[src/rtl/uart_tx_feeder_if.sv]
// rtl/uart_tx_feeder_if.sv - byte stream in and Avalon-MM master bundle of uart_tx_feeder
interface uart_tx_feeder_if;
  logic [7:0] s_data_i;
  logic       s_valid_i;
  logic       s_ready_o;
  logic [3:0] avmm_address_o;
  logic       avmm_read_o;
  logic       avmm_write_o;
  logic [7:0] avmm_writedata_o;
  logic [7:0] avmm_readdata_i;

  modport master (
    input  s_data_i, s_valid_i, avmm_readdata_i,
    output s_ready_o, avmm_address_o, avmm_read_o, avmm_write_o, avmm_writedata_o
  );

  modport slave (
    output s_data_i, s_valid_i, avmm_readdata_i,
    input  s_ready_o, avmm_address_o, avmm_read_o, avmm_write_o, avmm_writedata_o
  );
endinterface

[src/rtl/uart_tx_feeder.sv]
// rtl/uart_tx_feeder.sv - byte FIFO drained into uart_core by status polling and data writes
// Macro UART_TX_FEEDER_TIMEOUT_EN adds poll timeout, head-byte drop and sticky err_o.
module uart_tx_feeder #(
  parameter int unsigned FIFO_DEPTH   = 16,
  parameter logic [3:0]  STATUS_ADDR  = 4'h1,
  parameter logic [3:0]  DATA_ADDR    = 4'h0,
  parameter int unsigned READ_LATENCY = 1,
  parameter int unsigned POLL_GAP     = 4,
  parameter int unsigned TIMEOUT      = 1024
) (
  input  logic                        clk_i,
  input  logic                        srst_i,
  uart_tx_feeder_if.master            bus,
  output logic [$clog2(FIFO_DEPTH):0] fifo_level_o,
  output logic                        idle_o
`ifdef UART_TX_FEEDER_TIMEOUT_EN
  ,
  output logic                        err_o
`endif
);
  localparam int unsigned AW = $clog2(FIFO_DEPTH);
  localparam int unsigned LW = AW + 1;
  localparam int unsigned CW = 16;
  localparam logic [CW-1:0] RL_LAST  = CW'(READ_LATENCY - 1);
  localparam logic [CW-1:0] GAP_LAST = CW'(POLL_GAP - 1);
  localparam logic [LW-1:0] DEPTH    = LW'(FIFO_DEPTH);

  typedef enum logic [2:0] {ST_IDLE, ST_POLL, ST_WAIT, ST_GAP, ST_WRITE, ST_SETTLE} state_t;

  state_t        state_q, state_d;
  logic [CW-1:0] cnt_q, cnt_d;
  logic [AW-1:0] wr_ptr_q, wr_ptr_d, rd_ptr_q, rd_ptr_d;
  logic [LW-1:0] level_q, level_d;
  logic          s_ready_q, s_ready_d, read_q, read_d, write_q, write_d, idle_q, idle_d;
  logic [3:0]    addr_q, addr_d;
  logic [7:0]    wdata_q, wdata_d;
  logic [7:0]    mem_q [FIFO_DEPTH];
  logic          push, pop;

`ifdef UART_TX_FEEDER_TIMEOUT_EN
  localparam int unsigned TW = ($clog2(TIMEOUT + 1) > 10) ? $clog2(TIMEOUT + 1) : 10;
  localparam logic [TW-1:0] POLL_LAST = TW'(TIMEOUT - 1);
  logic [TW-1:0] polls_q, polls_d;
  logic          err_q, err_d;
  logic          unused_bits;
  assign unused_bits = ^bus.avmm_readdata_i[7:1];
  assign err_o = err_q;
`else
  logic unused_bits;
  assign unused_bits = ^{bus.avmm_readdata_i[7:1], 32'(TIMEOUT)};
`endif

  always_comb begin
    state_d  = state_q;
    cnt_d    = cnt_q;
    pop      = 1'b0;
    push     = bus.s_valid_i & s_ready_q;
`ifdef UART_TX_FEEDER_TIMEOUT_EN
    polls_d  = polls_q;
    err_d    = err_q;
`endif
    case (state_q)
      ST_IDLE:   if (level_q != '0) state_d = ST_POLL;
      ST_POLL: begin
        state_d = ST_WAIT;
        cnt_d   = '0;
      end
      // readdata is valid READ_LATENCY cycles after the strobe, i.e. in the last WAIT cycle
      ST_WAIT: begin
        if (cnt_q == RL_LAST) begin
          cnt_d = '0;
          if (bus.avmm_readdata_i[0]) begin
            state_d = ST_WRITE;
          end else begin
`ifdef UART_TX_FEEDER_TIMEOUT_EN
            if (polls_q == POLL_LAST) begin
              state_d = ST_IDLE;
              pop     = 1'b1;
              err_d   = 1'b1;
              polls_d = '0;
            end else begin
              state_d = ST_GAP;
              polls_d = polls_q + 1'b1;
            end
`else
            state_d = ST_GAP;
`endif
          end
        end else begin
          cnt_d = cnt_q + 1'b1;
        end
      end
      ST_GAP: begin
        if (cnt_q == GAP_LAST) begin
          cnt_d   = '0;
          state_d = ST_POLL;
        end else begin
          cnt_d = cnt_q + 1'b1;
        end
      end
      ST_WRITE: begin
        pop     = 1'b1;
        state_d = ST_SETTLE;
`ifdef UART_TX_FEEDER_TIMEOUT_EN
        polls_d = '0;
`endif
      end
      ST_SETTLE: state_d = ST_IDLE;
      default:   state_d = ST_IDLE;
    endcase

    wr_ptr_d  = push ? wr_ptr_q + 1'b1 : wr_ptr_q;
    rd_ptr_d  = pop ? rd_ptr_q + 1'b1 : rd_ptr_q;
    level_d   = level_q + LW'(push) - LW'(pop);
    s_ready_d = level_d < DEPTH;
    idle_d    = (state_d == ST_IDLE) && (level_d == '0);
    // Strobes are registered from the next state so they line up with state_q
    read_d    = (state_d == ST_POLL);
    write_d   = (state_d == ST_WRITE);
    addr_d    = write_d ? DATA_ADDR : STATUS_ADDR;
    wdata_d   = write_d ? mem_q[rd_ptr_q] : wdata_q;
  end

  always_ff @(posedge clk_i) begin
    if (srst_i) begin
      state_q   <= ST_IDLE;
      cnt_q     <= '0;
      wr_ptr_q  <= '0;
      rd_ptr_q  <= '0;
      level_q   <= '0;
      s_ready_q <= 1'b0;
      idle_q    <= 1'b1;
      read_q    <= 1'b0;
      write_q   <= 1'b0;
      addr_q    <= STATUS_ADDR;
      wdata_q   <= '0;
`ifdef UART_TX_FEEDER_TIMEOUT_EN
      polls_q   <= '0;
      err_q     <= 1'b0;
`endif
    end else begin
      state_q   <= state_d;
      cnt_q     <= cnt_d;
      wr_ptr_q  <= wr_ptr_d;
      rd_ptr_q  <= rd_ptr_d;
      level_q   <= level_d;
      s_ready_q <= s_ready_d;
      idle_q    <= idle_d;
      read_q    <= read_d;
      write_q   <= write_d;
      addr_q    <= addr_d;
      wdata_q   <= wdata_d;
`ifdef UART_TX_FEEDER_TIMEOUT_EN
      polls_q   <= polls_d;
      err_q     <= err_d;
`endif
    end
  end

  always_ff @(posedge clk_i) begin
    if (push) mem_q[wr_ptr_q] <= bus.s_data_i;
  end

  assign bus.s_ready_o        = s_ready_q;
  assign bus.avmm_address_o   = addr_q;
  assign bus.avmm_read_o      = read_q;
  assign bus.avmm_write_o     = write_q;
  assign bus.avmm_writedata_o = wdata_q;
  assign fifo_level_o         = level_q;
  assign idle_o               = idle_q;
endmodule

[src/flat_wrapper.sv]
// flat-port wrapper written by rule: the top's interface ports become plain ports
module uart_tx_feeder_flat 
#(
  parameter int unsigned FIFO_DEPTH   = 16,
  parameter logic [3:0]  STATUS_ADDR  = 4'h1,
  parameter logic [3:0]  DATA_ADDR    = 4'h0,
  parameter int unsigned READ_LATENCY = 1,
  parameter int unsigned POLL_GAP     = 4,
  parameter int unsigned TIMEOUT      = 1024
)
  (clk_i, srst_i, fifo_level_o, idle_o, bus_s_data_i, bus_s_valid_i, bus_avmm_readdata_i, bus_s_ready_o, bus_avmm_address_o, bus_avmm_read_o, bus_avmm_write_o, bus_avmm_writedata_o);
  uart_tx_feeder_if bus_i ();
  input  logic clk_i;
  input  logic srst_i;
  output logic [$clog2(FIFO_DEPTH):0] fifo_level_o;
  output logic idle_o;
  input wire logic [$bits(bus_i.s_data_i)-1:0] bus_s_data_i;
  input wire logic [$bits(bus_i.s_valid_i)-1:0] bus_s_valid_i;
  input wire logic [$bits(bus_i.avmm_readdata_i)-1:0] bus_avmm_readdata_i;
  output wire logic [$bits(bus_i.s_ready_o)-1:0] bus_s_ready_o;
  output wire logic [$bits(bus_i.avmm_address_o)-1:0] bus_avmm_address_o;
  output wire logic [$bits(bus_i.avmm_read_o)-1:0] bus_avmm_read_o;
  output wire logic [$bits(bus_i.avmm_write_o)-1:0] bus_avmm_write_o;
  output wire logic [$bits(bus_i.avmm_writedata_o)-1:0] bus_avmm_writedata_o;
  assign bus_i.s_data_i = bus_s_data_i;
  assign bus_i.s_valid_i = bus_s_valid_i;
  assign bus_i.avmm_readdata_i = bus_avmm_readdata_i;
  assign bus_s_ready_o = bus_i.s_ready_o;
  assign bus_avmm_address_o = bus_i.avmm_address_o;
  assign bus_avmm_read_o = bus_i.avmm_read_o;
  assign bus_avmm_write_o = bus_i.avmm_write_o;
  assign bus_avmm_writedata_o = bus_i.avmm_writedata_o;
  uart_tx_feeder #(.FIFO_DEPTH(FIFO_DEPTH), .STATUS_ADDR(STATUS_ADDR), .DATA_ADDR(DATA_ADDR), .READ_LATENCY(READ_LATENCY), .POLL_GAP(POLL_GAP), .TIMEOUT(TIMEOUT)) u_core (.clk_i(clk_i), .srst_i(srst_i), .bus(bus_i), .fifo_level_o(fifo_level_o), .idle_o(idle_o));
endmodule
[config.mk]
export PLATFORM = sky130hd
export DESIGN_NAME = uart_tx_feeder_flat
export DESIGN_NICKNAME = d
export VERILOG_FILES = /design/src/rtl/uart_tx_feeder_if.sv /design/src/rtl/uart_tx_feeder.sv /design/src/flat_wrapper.sv
export SDC_FILE = /design/constraint.sdc
export NUM_CORES = 1
export LEC_CHECK = 0
export CORE_MARGIN = 2
export CORE_UTILIZATION = 25
export CTS_BUF_LIST = sky130_fd_sc_hd__clkbuf_8 sky130_fd_sc_hd__clkbuf_16
export CTS_CLUSTER_SIZE = 10
export DETAILED_ROUTE_END_ITERATION = 12
export SLEW_MARGIN = 20
export SYNTH_ARGS = -nofsm -noshare
export SYNTH_HDL_FRONTEND = slang
export SYNTH_SLANG_ARGS = --single-unit
[constraint.sdc]
create_clock -name clk_i -period 2.95 [get_ports clk_i]
set_input_delay 0.59 -clock clk_i [delete_from_list [all_inputs] [get_ports clk_i]]
set_output_delay 0.59 -clock clk_i [all_outputs]
set_load 0.02 [all_outputs]
-- After elaboration in Yosys (flattened, before gate mapping)
Memory sizes are Yosys's and may differ from the RTL's. A register that Yosys moved wholly into a read port is not among the register bits.
Cells that the tools add are included.
- flip-flop bits (word level): 40
- bits in writable memories: 128
- input port bits: 19
- output and inout bits: 21
- word-level logic and storage cells: 44
- memories kept: 1
- memories (memory ; words ; bits a word ; read ports ; clocked after memory_dff ; write ports ; RTL line ; RTL):
    u_core.mem_q ; 16 ; 8 ; 1 ; 1 ; 1 ; uart_tx_feeder.sv:37 ; logic [7:0] mem_q [FIFO_DEPTH];
- add/subtract/negate cells: 5
- order comparisons: 1
- eq/ne operators: 7
- mux-type cells: 12
- bitwise gates (word level): 1
- reductions and logical operators: 7
- operators by type and width (operator ; number):
    $pmux W16 S3 ; 1
    $mux W16 ; 2
    $add A16 B1 Y16 const B ; 1
    $eq A16 B2 Y1 const B ; 1
    $logic_not A16 Y1 ; 1
    $pmux W3 S5 ; 1
    $mux W3 ; 4
    $add A4 B1 Y4 const B ; 2
    $eq A3 B1 Y1 const B ; 2
    $eq A3 B2 Y1 const B ; 2
    $eq A3 B3 Y1 const B ; 2
    $logic_not A3 Y1 ; 2
    $add A5 B1 Y5 ; 1
    $logic_not A5 Y1 ; 1
    $lt A5 B5 Y1 const B ; 1
    $reduce_bool A5 Y1 ; 1
    $sub A5 B1 Y5 ; 1
    $mux W1 ; 4
    $reduce_bool A3 Y1 ; 1
    $and A1 B1 Y1 ; 1
    $logic_and A1 B1 Y1 ; 1

-- Depth between registers and ports, before layout
Gate-level depths: netlist of run 1.
- depth after elaboration: 5
- gate-level depth with buffers: 13
- gate-level depth less buffers: 12

-- Worst setup path after synthesis of run 1
OpenSTA, ideal clock, no wires.
- path type: reg2reg
- from: register u_core.state_q[0]
- to: register u_core.idle_q, in the netlist u_core.idle_o
- library setup time: 0.061 ns
- arrival: 2.516 ns
- data required time: 2.889 ns
- slack: 0.373 ns
- cell stages (with the launch flop): 14
- buffers on the path: 1
- period minus slack after synthesis: 2.577 ns
- cells stage by stage: dfxtp_1 -> clkbuf_1 -> nor2_1 -> nand2_1 -> inv_1 -> ha_1 -> inv_1 -> ha_1 -> fa_1 -> a21oi_1 -> o21bai_1 -> xnor2_1 -> nor4b_1 -> a41o_1
- longest elaborated chain between the ends: 5
- elaborated cells between the ends (all ways): 14
- those cells by class: 1 x add/sub; 4 x eq/ne; 5 x mux; 4 x reduce/logical
- RTL lines (element ; RTL line ; RTL):
    start: declaration ; uart_tx_feeder.sv:30 ; state_t state_q, state_d;
    start signal: assignment ; uart_tx_feeder.sv:142 ; state_q <= state_d;
    $eq A3 B3 Y1 ; uart_tx_feeder.sv:62 ; case (state_q)
    $mux W1 ; uart_tx_feeder.sv:62 ;
    $sub A5 B1 Y5 ; uart_tx_feeder.sv:114 ; level_d = level_q + LW'(push) - LW'(pop);
    $logic_not A5 Y1 ; uart_tx_feeder.sv:116 ; idle_d = (state_d == ST_IDLE) && (level_d == '0);
    $logic_and A1 B1 Y1 (*) ; uart_tx_feeder.sv:116 ;
    end signal: assignment ; uart_tx_feeder.sv:148 ; idle_q <= idle_d;
    end: declaration ; uart_tx_feeder.sv:34 ; logic s_ready_q, s_ready_d, read_q, read_d, write_q, write_d, idle_q, idle_d;
Every way passes the cells marked *; elsewhere a longest branch is shown, timed or not.
A chain may end at the register's enable or synchronous reset.

-- Worst setup path after layout of run 1
- from: register u_core.state_q[1]
- to: register u_core.idle_q, in the netlist u_core.idle_o
Same word-level chain as after synthesis.

==> run metrics, run 1 <==
status finished clean; max-slew violations 0; first-pass GRT wire length 21800 µm; Layout Utilization 0.303; Finish-stage setup viols 0; register area share after synthesis 0.677; number of fill cells 2669; Syn. warnings 0; crit path launch type register; Horiz. Die Dim 171 µm; Post-synth EDFFs 128; total inserted antenna cells 0; share of flip-flops with an asynchronous set or reset 0; skew final 11.5 ps; Placed Area 7850 µm²; number of port buffers 29; Slowest-stage cell, CP dfxtp_1; GRT Overall Usage 0.100; CTS resizes 0; Die Y 171 µm; synthesized area per cell 15.6 µm²; post-route cell area 8390 µm²; htree depth 4; CTS tree done; global route overflow 0; CP max FO 6; crit path DAT 3050 ps; post-route setup TNS 0 ps; Leakage 2.74 nW; core area 27700 µm²; worst skew pair latency 420 ps; Yosys reg bits 173; Fmax 0.373 GHz; Int Pwr 4.31 mW; Worst VDD drop 0.373 mV; RSZ-0062 raised after global routing false; I/O Pins 40; clock share of power 0.352; Req. time, crit path 3310 ps; # hold bufs at CTS 0; post-synth cell types 50; Slew HR 0.351; Sequential Power Share 0.483; setup repair bufs after CTS 0; FF/Latch Area 4750 µm²; vias in the first global route 3984; Post-synth top flop edfxtp_1; initial antenna violation count 0; nets 530; Hold Vio Cnt, Final 0; Clock transition at path regs 60 ps; Multi-input gate area 2110 µm²; Sw Ratio 0.254; GP Congestion 0.712; initial detailed-routing violation count 208; RR Startpoint u_core.state_q[1]; logic gate share of total power 0.165; final hold slack 478 ps; CP Class reg2reg; Bufs and invs on worst path 2; drt wl/cell 15.5 µm; DRT antenna net count 0; number of max-cap violations 0; Tcrit/Tclk final 0.910; Area growth syn-to-layout 19.8%; largest net degree at the start of global routing 36; post-DR vias/cell 4.31; ratio of cells with drive above 1 in the final layout 0.180; DR pass1 iterations 4; Hold Crit Class reg2reg; Critical Path Max Stage Delay 410 ps; cells after synthesis 448; CTS buffer count 17; Crit path max-delay family adder cells; CTS Root Cell clkbuf_16; row count 61; worst-case clock buffer depth 2; Total Power 5.78 mW; clock sink count 173; Worst Hold Launch u_core.bus.avmm_writedata_o[2]; WL final 13700 µm; Least-Margin Pin Slew 961 ps; critical path cell sequence nor2_1 -> nand2_1 -> inv_1 -> ha_1 -> inv_1 -> ha_1 -> fa_1 -> a21oi_1 -> o21bai_1 -> xnor2_1 -> nor4b_1 -> a41o_1; DR DRC count 0; CP endpoint kind register; Detailed Place HPWL 9420 µm; Starting Density 0.253; Die ar. 29400 µm²; via count 3827; Worst Setup SP u_core.state_q[1]; cell area after synthesis 7010 µm²; minimum clock period 2680 ps; Pwr Density 689 nW/µm²; Psw 1.47 mW
==> flip-flops by register name (all words and copies together) (netlist names) <==
signal	flops
u_core.cnt_q	16
u_core.fifo_level_o	5
u_core.rd_ptr_q	4
u_core.bus.avmm_writedata_o	8
u_core.bus.avmm_write_o	1
u_core.bus.avmm_read_o	1
u_core.idle_o	1
u_core.mem_q	128
u_core.wr_ptr_q	4
u_core.state_q	3
u_core.bus.s_ready_o	1
u_core.bus.avmm_address_o	1
==> cell families after synthesis <==
logic type | share of synthesized area
xor gates and xnor gates | 0.0250
and+or+nand+nor | 0.0866
other | 0.000535
AOI/OAI and AO/OA | 0.0564
adders and majority gates | 0.0261
DFF | 0.677
buffers and inverters | 0.0225
muxes | 0.106
==> final timing paths <==
kind                                     to  slack, ps  depth (start not counted)
max reg2reg                   u_core.idle_o        270                         12
min reg2reg  u_core.bus.avmm_writedata_o[2]        480                          1
max                           u_core.idle_o        270                         12
min          u_core.bus.avmm_writedata_o[2]        480                          1
==> power groups by stage <==
stage                     Combinational [mW]  Clock, mW  Sequential, mW
after detailed placement               0.975          0            2.84
after CTS                              0.978       2.09            2.79
after floorplan                        0.608          0            2.88
after global routing                    1.07       2.19            2.80
final                                  0.956       2.03            2.79
after global placement                 0.949          0            2.83
==> per-layer routing <==
metal	wire length, µm	vias up	global-route usage
li1	-	1804	-
met1	5570	1937	0.115
met2	7290	74	0.176
met3	664	12	0.0285
met4	216	0	0.0387
met5	0	-	0
==> cell type report <==
| class | instances | area share |
|---|---|---|
| flip-flops and latches | 173 | 0.566 |
| multi-input cells | 240 | 0.252 |
| inverters | 14 | 0.00626 |
| clock buffers | 17 | 0.0507 |
| clock inverters | 15 | 0.0137 |
| repair buffers | 51 | 0.0557 |
| well taps | 378 | 0.0563 |
==> synthesized netlist by cell type (3+ instances only) <==
master	count	area share
edfxtp_1	128	0.55
dfxtp_1	45	0.13
nor2_1	38	0.020
mux4_2	32	0.10
nand2_1	25	0.013
a22oi_1	16	0.017
inv_1	14	0.0075
clkbuf_1	13	0.0070
ha_1	13	0.023
xor2_1	11	0.014
a21oi_1	10	0.0071
nand3_1	10	0.0071
xnor2_1	9	0.011
a22o_1	8	0.010
nand2b_1	6	0.0054
nor3_1	6	0.0043
a31oi_1	5	0.0045
nand4_1	5	0.0045
nor2b_1	5	0.0045
buf_4	4	0.0043
a21o_1	3	0.0032
buf_1	3	0.0016
buf_2	3	0.0021
nor3b_1	3	0.0032
==> cells in the final DEF, fill, tap and decap left out, types with 3 or more instances in the layout <==
master,n
edfxtp_1,128
dfxtp_1,43
nor2_1,38
mux4_2,32
clkdlybuf4s50_1,29
nand2_1,25
buf_4,21
inv_1,20
clkbuf_16,17
a22oi_1,16
ha_1,13
xor2_1,11
a21oi_1,10
nand3_1,10
xnor2_1,9
a22o_1,8
nand2b_1,6
nor3_1,6
nand4_1,5
nor2b_1,5
a31oi_1,5
a21o_1,3
nor3b_1,3
conb_1,3
==> stage by stage <==
| stage | worst slack [ps] | std cells |
|---|---|---|
| 6_report | 266 | 888 |
| 5_1_grt | 13.0 | 888 |
| 4_1_cts | 170 | 888 |
| 3_5_place_dp | 185 | 856 |
| 3_3_place_gp | 211 | 856 |
| 2_1_floorplan | 373 | 450 |
No activity file was read; power rests on OpenSTA's default activity.
==> run 2, diff against run 1 <==
--- a/config.mk
+++ b/config.mk
@@ -5,9 +5,8 @@
 export SDC_FILE = /design/constraint.sdc
 export NUM_CORES = 1
 export LEC_CHECK = 0
-export CORE_MARGIN = 2
+export CORE_MARGIN = 4
 export CORE_UTILIZATION = 25
-export CTS_BUF_LIST = sky130_fd_sc_hd__clkbuf_8 sky130_fd_sc_hd__clkbuf_16
 export CTS_CLUSTER_SIZE = 10
 export DETAILED_ROUTE_END_ITERATION = 12
 export SLEW_MARGIN = 20
==> run metrics, run 2 (same netlist as run 1, synthesis figures left out) <==
status finished clean; global route overflow 0; nets 531; worst-case clock buffer depth 2; post-DR vias/cell 4.26; CTS buffer count 17; worst skew pair latency 430 ps; clock sink count 173; DR DRC count 0; number of fill cells 2679; minimum clock period 2660 ps; commonest non-fill, non-tap cell in the layout edfxtp_1; WL final 14100 µm; number of port buffers 29; Detailed Place HPWL 9270 µm; crit path launch type register; post-route setup TNS 0 ps; CP max FO 6; RSZ-0062 raised after global routing false; Hold Vio Cnt, Final 0; Finish-stage setup viols 0; critical path cell sequence nor2_1 -> nand2_1 -> inv_1 -> ha_1 -> inv_1 -> ha_1 -> fa_1 -> a21oi_1 -> o21bai_1 -> xnor2_1 -> nor4b_2 -> a41o_1; total inserted antenna cells 0; Req. time, crit path 3280 ps; number of max-cap violations 0; Critical Path Max Stage Delay 420 ps; Starting Density 0.253; DR pass1 iterations 4; Placed Area 7860 µm²; commonest non-fill, non-tap cells in the layout edfxtp_1 (128), dfxtp_1 (43), nor2_1 (38); max-slew violations 0; CTS Root Cell clkbuf_16; first-pass GRT wire length 22300 µm; Area growth syn-to-layout 21.0%; GP Congestion 0.718; CTS tree done; Worst VDD drop 0.422 mV; Fmax 0.376 GHz; Slew HR 0.393; skew final 10.3 ps; # hold bufs at CTS 0; Least-Margin Pin Slew 898 ps; Tcrit/Tclk final 0.902; Die Y 175 µm; DRT antenna net count 0; core area 27700 µm²; initial detailed-routing violation count 231; Pwr Density 708 nW/µm²; largest net degree at the start of global routing 35; Largest Register u_core.mem_q; htree depth 4; I/O Pins 40; row count 61; setup repair bufs after CTS 0; CTS resizes 0; Leakage 2.76 nW; vias in the first global route 3893; via count 3791; Die ar. 30800 µm²; ratio of cells with drive above 1 in the final layout 0.196; GRT Overall Usage 0.0956; crit path DAT 2990 ps; Clock transition at path regs 70 ps; CP endpoint kind register; initial antenna violation count 0; Slowest-stage cell, CP dfxtp_1; CP Class reg2reg; final hold slack 466 ps; drt wl/cell 15.8 µm; number of flip-flops in the largest register 128; Hold Crit Class reg2reg; Horiz. Die Dim 175 µm; post-route cell area 8480 µm²
[run 2: changes by cell type in the layout (fill, tap and decap cells not counted)]
cell | previous run | this run
inv_1 | 20 | 14
clkinv_8 | 0 | 5
inv_8 | 1 | 4
clkinv_2 | 2 | 0
clkinvlp_4 | 2 | 0
inv_6 | 1 | 3
buf_4 | 21 | 22
bufinv_16 | 1 | 0
inv_12 | 0 | 1
nor4b_1 | 2 | 1
nor4b_2 | 0 | 1
[run 2: final cells by class]
cell class                 count  area [µm²]  area share
tap                          378         473      0.0558
clock buffer                  17         425      0.0502
multi-input combinational    240        2120       0.250
sequential                   173        4750       0.560
timing repair buffer          52         475      0.0561
clock inverter                15         186      0.0220
inverter                      14        52.6     0.00620
[run 2: path summary, 6_finish.rpt]
check,startpoint,endpoint,slack [ps],cells after the start
max reg2reg,u_core.state_q[1],u_core.idle_o,290,12
max,u_core.state_q[1],u_core.idle_o,290,12
min,u_core.rd_ptr_q[1],u_core.rd_ptr_q[1],470,2
min reg2reg,u_core.rd_ptr_q[1],u_core.rd_ptr_q[1],470,2
[run 2: report_power, final]
group / internal, mW / switching [mW]
sequential: 2.72 / 0.0813
clock: 1.16 / 1.07
combinational: 0.460 / 0.518
total: 4.33 / 1.67
[run 2: metrics by stage]
step	worst slack [ps]	total power, mW	std cells	utilization
after floorplan	373	3.49	450	-
after detailed placement	128	3.82	857	0.284
after global routing	28.8	6.31	889	0.306
after global placement	222	3.79	857	0.284
after CTS	116	6.06	889	0.306
final	288	6.01	889	0.306
[run 2: critical path, delay by kind of cell, from the launching register on]
| family | cells | cell delay [ps] |
|---|---|---|
| AND/OR/NAND/NOR | 3 | 330 |
| buffers and inverters | 2 | 160 |
| XOR/XNOR | 1 | 280 |
| flip-flops | 1 | 420 |
| AO/OA/AOI/OAI | 3 | 470 |
| adder cells (fa/ha/maj) | 3 | 910 |
[run 2: per-layer routing]
metal,GRT usage,vias to the layer above,part of all wire
li1,-,1811,-
met1,0.114,1907,0.42
met2,0.167,63,0.52
met3,0.0280,10,0.045
met4,0.0302,0,0.012
met5,0,-,0
